===== config.mk =====
export PLATFORM = sky130hd
export DESIGN_NAME = second_m_flat
export DESIGN_NICKNAME = d
export VERILOG_FILES = /design/src/rtl/second_m_if.sv /design/src/rtl/second_m.sv /design/src/flat_wrapper.sv
export SDC_FILE = /design/constraint.sdc
export NUM_CORES = 1
export LEC_CHECK = 0
export ABC_CLOCK_PERIOD_IN_PS = 1000
export BUFFER_PORTS_ARGS = -buffer_cell sky130_fd_sc_hd__buf_2
export CAP_MARGIN = 20
export CORE_AREA = 2 2 39 41
export DETAILED_ROUTE_END_ITERATION = 16
export DIE_AREA = 0 0 41 43
export PLACE_DENSITY = 0.67
export SYNTH_ARGS = -nofsm -noshare
export SYNTH_HDL_FRONTEND = slang
export SYNTH_SLANG_ARGS = --single-unit

===== constraint.sdc =====
create_clock -name clk -period 1 [get_ports clk]
set_clock_uncertainty 0.05 [all_clocks]
set_input_delay 0.05 -clock clk [delete_from_list [all_inputs] [get_ports clk]]
set_output_delay 0.05 -clock clk [all_outputs]
set_load 0.03 [all_outputs]

===== src/rtl/second_m_if.sv =====
// Operand/result bundle for the registered 4-bit carry-lookahead adder.
// The Z/V flag signals exist only when SECOND_M_FLAGS_EN is defined.
interface second_m_if;
    logic       in_valid;
    logic [3:0] A;
    logic [3:0] B;
    logic       C0;
    logic [3:0] F;
    logic       C4;
    logic       out_valid;
`ifdef SECOND_M_FLAGS_EN
    logic       Z;
    logic       V;
`endif

    modport master (
        output in_valid, A, B, C0,
        input  F, C4, out_valid
`ifdef SECOND_M_FLAGS_EN
        , input Z, V
`endif
    );

    modport slave (
        input  in_valid, A, B, C0,
        output F, C4, out_valid
`ifdef SECOND_M_FLAGS_EN
        , output Z, V
`endif
    );
endinterface


===== src/rtl/second_m.sv =====
// 4-bit carry-lookahead adder with a single registered output stage.
// Define SECOND_M_FLAGS_EN to add registered zero (Z) and signed-overflow (V) flags.
module second_m (
    input logic     clk,
    input logic     rst,
    second_m_if.slave bus
);
    logic [3:0] g, p;
    logic [4:0] c;
    logic [3:0] f_d, f_q;
    logic       c4_q, vld_q;

    assign g    = bus.A & bus.B;
    assign p    = bus.A ^ bus.B;
    assign c[0] = bus.C0;

    // Every carry is a flat sum of products of G/P/C0; no carry feeds another.
    assign c[1] = g[0] | (p[0] & c[0]);
    assign c[2] = g[1] | (p[1] & g[0]) | (p[1] & p[0] & c[0]);
    assign c[3] = g[2] | (p[2] & g[1]) | (p[2] & p[1] & g[0])
                | (p[2] & p[1] & p[0] & c[0]);
    assign c[4] = g[3] | (p[3] & g[2]) | (p[3] & p[2] & g[1])
                | (p[3] & p[2] & p[1] & g[0])
                | (p[3] & p[2] & p[1] & p[0] & c[0]);

    assign f_d = p ^ c[3:0];

    always_ff @(posedge clk or posedge rst) begin
        if (rst) begin
            f_q   <= 4'd0;
            c4_q  <= 1'b0;
            vld_q <= 1'b0;
        end else begin
            vld_q <= bus.in_valid;
            if (bus.in_valid) begin
                f_q  <= f_d;
                c4_q <= c[4];
            end
        end
    end

    assign bus.F         = f_q;
    assign bus.C4        = c4_q;
    assign bus.out_valid = vld_q;

`ifdef SECOND_M_FLAGS_EN
    logic z_q, v_q;

    // Z resets to 1 so it stays consistent with the cleared F.
    always_ff @(posedge clk or posedge rst) begin
        if (rst) begin
            z_q <= 1'b1;
            v_q <= 1'b0;
        end else if (bus.in_valid) begin
            z_q <= (f_d == 4'd0);
            v_q <= c[3] ^ c[4];
        end
    end

    assign bus.Z = z_q;
    assign bus.V = v_q;
`endif
endmodule


===== src/flat_wrapper.sv =====
// flat-port wrapper written by rule: the top's interface ports become plain ports
module second_m_flat 
  (clk, rst, bus_in_valid, bus_A, bus_B, bus_C0, bus_F, bus_C4, bus_out_valid);
  second_m_if bus_i ();
  input logic clk;
  input logic rst;
  input wire logic [$bits(bus_i.in_valid)-1:0] bus_in_valid;
  input wire logic [$bits(bus_i.A)-1:0] bus_A;
  input wire logic [$bits(bus_i.B)-1:0] bus_B;
  input wire logic [$bits(bus_i.C0)-1:0] bus_C0;
  output wire logic [$bits(bus_i.F)-1:0] bus_F;
  output wire logic [$bits(bus_i.C4)-1:0] bus_C4;
  output wire logic [$bits(bus_i.out_valid)-1:0] bus_out_valid;
  assign bus_i.in_valid = bus_in_valid;
  assign bus_i.A = bus_A;
  assign bus_i.B = bus_B;
  assign bus_i.C0 = bus_C0;
  assign bus_F = bus_i.F;
  assign bus_C4 = bus_i.C4;
  assign bus_out_valid = bus_i.out_valid;
  second_m u_core (.clk(clk), .rst(rst), .bus(bus_i));
endmodule

==> metrics.md, run 1 <==
| Metric | Value |
|---|---|
| Placed instance area | 589 um2 |
| DRT antenna net count | 0 |
| Register area | 151 um2 |
| Buf/Inv on CP | 2 |
| Yosys top cell area share | 36.0% |
| FF-to-FF End | u_core.bus.F[3]$_DFFE_PP0P_ |
| Post-route cell area | 632 um2 |
| CP max stage cell | or4_1 |
| GRT Total Usage | 11.6% |
| Chip Width | 41 um |
| Async S/R FF share, synth | 100% |
| Outcome | complete, no violations |
| Synth Area per Inst | 10.2 um2 |
| R2R depth | 2 |
| Setup TNS Final | 0 ns |
| Core footprint | 1380 um2 |
| Row Count | 14 |
| Syn Inst Count | 41 |
| Fin. max-slew vios | 0 |
| Residual DRC | 0 |
| Design Power | 0.859 mW |
| Register area share after synthesis | 36.0% |
| Crit path required time | 1.12 ns |
| Die height | 43 um |
| Launch point of the worst reg-to-reg path | u_core.bus.F[3]$_DFFE_PP0P_ |
| Ratio of cells with drive above 1 in the final layout | 54.4% |
| Die area | 1760 um2 |
| Routed vias/inst | 4.76 |
| CP startpoint kind | primary input |
| Tightest Pin Transition | 0.220 ns |
| Ant diodes | 0 |
| Most common cell in the netlist | dfrtp_1 |
| CP top delay family | simple AND/OR/NAND/NOR gates |
| Yosys warns | 0 |
| Crit. Startpoint | bus_A[1] |
| Compound-Gate Fraction of Synth Area | 14.1% |
| Fillers | 130 |
| Syn_nets | 58 |
| Hold Vio Cnt, Final | 0 |
| Number of global-route vias before repair | 374 |
| Critical path peak fanout | 4 |
| Pwr/cell area | 1360 nW/um2 |
| TritonCTS buffer count | 3 |
| Hold WC Path Type | in2reg |
| Max incr delay on CP | 0.51 ns |
| Largest net degree at the start of global routing | 7 |
| Post-Synth Simple-Gate Area | 16.2% |
| Worst-Skew Late Latency | 0.24 ns |
| Ranking of synthesized cells by area | dfrtp_1, ha_1, fa_1 |
| Initial DRC Count | 0 |
| Prevailing post-synth register cell | dfrtp_1 |
| CP Cell Sequence | buf_2 -> ha_4 -> clkinv_2 -> or4_1 -> nand4_1 |
| Root buffer cell | clkbuf_4 |
| H-tree Lvls | 1 |
| Setup crit end | u_core.bus.F[2]$_DFFE_PP0P_ |
| Nets | 86 |
| Fmax | 1.04 GHz |
| #FFs+latches synth | 6 |
| RSZ-0062 raised after global routing | no |
| Vias | 400 |
| Initial DRT Pass Iterations | 1 |
| First-pass GRT wire length | 1420 um |
| GPL Wtd Cong | 0.758 |
| Worst Setup Path Type | in2reg |
| Most common library cells after synthesis | dfrtp_1, inv_1, ha_1 |
| Routed Wire Length | 828 um |
| Initial antenna violation count | 0 |
| Unique masters post-synth | 25 |
| Reg-to-reg slack, setup | 0.10 ns |
| CTS tree | done |
| Relative slew slack | 85.3% |
| Clock sinks | 6 |
| # setup viols final | 0 |
| Synth Cell Area | 417 um2 |
| Synth Area in Adders | 16.8% |
| Port-buffer cells | 17 |
| EDFF count, synth | 0 |
| Largest family of logic cells by synthesized area | adder cells |
| Setup crit end kind | register |
| DPL Wire Length | 722 um |
| Leakage power | 0.322 nW |
| Maximum Capacitance Violations | 0 |
| I/O pin count | 18 |
| Fin crit period | 0.961 ns |
| Maximum clock insertion buffer count | 2 |
| Worst EP arrival | 1.08 ns |
| Initial core utilization | 30.1% |
| Clk slew on worst S/H paths | 0.05 ns |
| Worst vdd ir | 0.000381 V |
| Syn-to-layout area delta | 51.7% |
| Yosys top cell by area | dfrtp_1 |
| Synth Area in XOR/XNOR | 2.10% |
| Crit path depth | 5 |
| Final period util | 96.1% |
| WL/cell | 9.86 um |
| Area occupied by multi-input gates | 264 um2 |
| Post-synthesis mux area share | 5.11% |
| Congestion Overflow GR | 0 |
[power by group]
part / switching (mW) / leakage [nW] / internal [mW] / total (mW)
sequential: 0.0198 / 0.0710 / 0.284 / 0.304
clock: 0.0776 / 0.0150 / 0.150 / 0.228
combinational: 0.184 / 0.236 / 0.143 / 0.328
total: 0.281 / 0.322 / 0.578 / 0.859
[cell usage in the layout (no fill, tap or decap)]
master         count
a221oi_2           1
a211oi_1           1
dfrtp_2            1
o21ai_0            2
clkinv_2           1
dlygate4sd3_1      1
inv_2              1
nand2_1            3
a21o_1             1
a21oi_1            1
fa_2               1
or3_2              1
mux2_4             1
inv_4              1
buf_2             17
buf_4              6
nor2b_1            1
ha_4               2
clkbuf_4           3
inv_1              4
a2111o_1           1
and4_1             1
o2111ai_1          1
clkbuf_1           1
or4_1              1
and3b_2            1
mux2i_1            1
nand4_1            1
nand3_1            2
dfrtp_1            5
xnor2_1            1
ha_1               2
[area by class of cell]
| class | instances | share of cell area, % |
|---|---|---|
| Clock buffer | 4 | 4.16 |
| Inverter | 7 | 4.75 |
| Multi-Input combinational cell | 27 | 41.8 |
| Sequential cell | 6 | 24.0 |
| Tap cell | 16 | 3.17 |
| Timing Repair Buffer | 24 | 22.2 |
[per-layer routing]
layer | track usage, % | wire length [um]
met5 | 0 | 0
met1 | 15.0 | 364
met3 | 3.14 | 64
met4 | 4.00 | 0
met2 | 17.8 | 399
[cells by family after synthesis]
logic type / Yosys count
XOR/XNOR: 1
AND/OR/NAND/NOR: 11
AO/OA/AOI/OAI: 8
buffers and inverters: 8
flip-flops: 6
adder cells (fa/ha/maj): 5
multiplexers: 2
[registers in the layout, summed over array words and instances, names as in the netlist]
signal and cells:
u_core.bus.C4 1, u_core.bus.F 4, u_core.bus.out_valid 1
[how the worst min path moves through the flow]
| stage | to | startpoint | cells past startpoint |
|---|---|---|---|
| after global routing | u_core.bus.out_valid$_DFF_PP0_ | bus_in_valid | 2 |
| final | u_core.bus.out_valid$_DFF_PP0_ | bus_in_valid | 2 |
| after global placement | u_core.bus.F[1]$_DFFE_PP0P_ | rst | 2 |
| after detailed placement | u_core.bus.out_valid$_DFF_PP0_ | rst | 2 |
| after floorplan | u_core.bus.C4$_DFFE_PP0P_ | rst | 1 |
| after CTS | u_core.bus.out_valid$_DFF_PP0_ | bus_in_valid | 2 |
[metrics by stage]
stage          cells  hold WS [ns]  worst slack [ns]  utilization (%)
3_5_place_dp      79       -0.0799            -0.202             42.6
5_1_grt           84         0.104            0.0145             45.7
3_3_place_gp      79       -0.0846            -0.194             42.6
4_1_cts           84         0.101            0.0386             45.2
6_report          84         0.109            0.0392             45.7
2_1_floorplan     41        -0.209           -0.0346                -
[timing repair]
item                                    4_1_cts  5_1_grt
hold buffers                                  1        0
endpoints found under the setup margin        0        1
endpoints found under the hold margin         6        0
setup buffers                                 0        0
resized for setup                             0        1
Power figures use the tool's default switching activity.
==> run 2, diff against run 1 <==
Settings changed: ABC_AREA set to 1, PLACE_DENSITY 0.67 to 0.63.
==> run 2 against run 1 <==
  * Combinational power shrank 20%
  * First-iteration DRC count up 5
  * Synthesized cell count up 9.8%
  * Critical path depth fell by 4
  * Highest routed layer unchanged
==> metrics.md, run 2 <==
| Metric | Value |
|---|---|
| First-pass GRT wire length | 1190 um (-17%) |
| Worst EP arrival | 0.79 ns (-0.29 ns) |
| EDFF count, synth | 0 (unchanged) |
| Clock sinks | 6 (unchanged) |
| DRT antenna net count | 0 (unchanged) |
| Most frequent cells in the layout | buf_2, nand2_1, inv_1, dfrtp_1 |
| CP top delay family | flip-flops |
| Critical path peak fanout | 2 (-2) |
| Register area share after synthesis | 40.0% (+4.0 points) |
| Routed Wire Length | 697 um (-16%) |
| CP startpoint kind | register |
| Ratio of cells with drive above 1 in the final layout | 37.1% (-17 points) |
| Prevailing post-synth register cell | dfrtp_1 |
| Unique masters post-synth | 14 (-44%) |
| Final period util | 89.4% (-6.7 points) |
| GPL Wtd Cong | 0.679 (-10%) |
| Buf/Inv on CP | 1 (-1) |
| Hold WS | 0.168 ns (+0.0596 ns) |
| Relative slew slack | 84.7% (-0.62 points) |
| RSZ-0062 raised after global routing | no |
| Routed vias/inst | 4.14 (-13%) |
| Reg-to-reg slack, setup | 0.33 ns (+0.23 ns) |
| #FFs+latches synth | 6 (unchanged) |
| Yosys top cell by area | dfrtp_1 |
| CTS tree | done |
| Core footprint | 1380 um2 (unchanged) |
| CP max stage cell | dfrtp_1 |
| H-tree Lvls | 1 (unchanged) |
| Commonest non-fill, non-tap cell in the layout | buf_2 |
| Syn Inst Count | 45 (+9.8%) |
| Number of global-route vias before repair | 330 (-12%) |
| Tightest Pin Transition | 0.230 ns (+0.00927 ns) |
| Setup crit end kind | primary output |
| Max incr delay on CP | 0.38 ns (-0.13 ns) |
| Residual DRC | 0 (unchanged) |
| Worst-Skew Late Latency | 0.24 ns (about the same) |
| Vias | 356 (-11%) |
| Fin. max-slew vios | 0 (unchanged) |
| Congestion Overflow GR | 0 (unchanged) |
| Port-buffer cells | 17 (unchanged) |
| WL/cell | 8.10 um (-18%) |
| Crit path required time | 0.90 ns (-0.22 ns) |
| Synth Cell Area | 375 um2 (-9.9%) |
| Outcome | complete, no violations |
| Nets | 89 (+3.5%) |
| Fin crit period | 0.894 ns (-0.0671 ns) |
| Root buffer cell | clkbuf_4 |
| Most common library cells after synthesis | nand2_1, inv_1, dfrtp_1 |
| Initial DRT Pass Iterations | 4 (+3) |
| Pwr/cell area | 1420 nW/um2 (+4.4%) |
| Most common cell in the netlist | nand2_1 |
| Chip Width | 41 um (unchanged) |
| Setup bufs post-CTS | 0 (unchanged) |
| Initial core utilization | 27.1% (-3.0 points) |
| Async S/R FF share, synth | 100% (unchanged) |
| Clk slew on worst S/H paths | 0.04 ns (about the same) |
| Ranking of synthesized cells by area | dfrtp_1, ha_1, nand2_1 |
| Row Count | 14 (unchanged) |
| Yosys top cell area share | 40.0% (+4.0 points) |
| TritonCTS buffer count | 3 (unchanged) |
| Leakage power | 0.312 nW (-3.0%) |
| Maximum Capacitance Violations | 0 (unchanged) |
| Largest net degree at the start of global routing | 8 (+1) |
| Syn_nets | 62 (+6.9%) |
| Ant diodes | 0 (unchanged) |
| Hold WC Path Type | in2reg |
| Yosys warns | 0 (unchanged) |
| Final core area utilization | 39.4% (-6.2 points) |
| Initial DRC Count | 5 (+5) |
| CP Cell Sequence | buf_2 |
| Worst vdd ir | 0.000397 V (+4.1%) |
| # setup viols final | 0 (unchanged) |
| I/O pin count | 18 (unchanged) |
| Synth Area per Inst | 8.34 um2 (-18%) |
| Die area | 1760 um2 (unchanged) |
| Setup TNS Final | 0 ns (unchanged) |
| DPL Wire Length | 582 um (-19%) |
| Initial antenna violation count | 0 (unchanged) |
| Die height | 43 um (unchanged) |
| Worst Setup Path Type | reg2out |
| Max reg flops | 4 (unchanged) |
| Hold Vio Cnt, Final | 0 (unchanged) |
| Maximum clock insertion buffer count | 2 (unchanged) |
| GRT Total Usage | 9.86% (-1.7 points) |
| Syn-to-layout area delta | 45.3% |
| Fmax | 1.12 GHz (+7.5%) |
-- run 2: cell types whose count changed in the layout (fill, tap and decap cells not counted), sizes merged, moves of 2 or more --
cell and delta:
nand3 +2, buf -3, nand2 +9, nor2 +4
-- run 2: what timing repair did --
action,CTS,global route
hold endpoints to repair,7,0
hold buffers,2,0
setup endpoints to repair,0,3
gates resized for setup,0,1
-- run 2: path summary, 6_finish.rpt --
path,endpoint,depth (start not counted),startpoint
max reg2reg,u_core.bus.F[2]$_DFFE_PP0P_,2,u_core.bus.F[2]$_DFFE_PP0P_
min,u_core.bus.C4$_DFFE_PP0P_,4,bus_A[3]
max in group asynchronous,u_core.bus.C4$_DFFE_PP0P_,3,rst
max,bus_F[2],1,u_core.bus.F[2]$_DFFE_PP0P_
min in group asynchronous,u_core.bus.F[0]$_DFFE_PP0P_,3,rst
min reg2reg,u_core.bus.F[1]$_DFFE_PP0P_,2,u_core.bus.F[1]$_DFFE_PP0P_
-- run 2: routing by layer --
metal / track usage (%) / vias up / share of wire (%)
met1: 10.7 / 150 / 45
met4: 8.00 / 0 / 0
met3: 1.57 / 0 / 9.6
met2: 15.6 / 13 / 45
met5: 0 / - / 0
li1: - / 193 / -
-- run 2: cell type report --
type / count / area [um2]
Clock buffer: 3 / 22.5
Tap cell: 16 / 20.0
Fill cell: 149 / 838
Multi-Input combinational cell: 32 / 199
Timing Repair Buffer: 22 / 128
Inverter: 7 / 26.3
Sequential cell: 6 / 150
-- run 2: power by group --
group	internal, mW	leakage [nW]	switching, mW
Clock	0.135	0.0138	0.0830
Sequential	0.277	0.0715	0.0156
Combinational	0.102	0.227	0.161
Total	0.515	0.312	0.259
-- run 2: kinds of logic after synthesis --
| logic type | after synthesis | share of synthesized area, % |
|---|---|---|
| simple gates | 22 | 26.7 |
| buf+inv | 7 | 7.00 |
| flops | 6 | 40.0 |
| fa+ha+maj | 5 | 18.7 |
| compound gates | 4 | 5.33 |
| xor+xnor | 1 | 2.33 |
-- run 2: through the flow --
step | total power, mW | cells | setup WS [ns] | cell area (um2)
final | 0.774 | 86 | 0.106 | 546
after global routing | 0.839 | 86 | 0.0547 | 546
after CTS | 0.789 | 86 | 0.0482 | 546
after detailed placement | 0.555 | 81 | -0.132 | 503
after global placement | 0.552 | 81 | -0.118 | 503
after floorplan | 0.463 | 45 | 0.00278 | 375
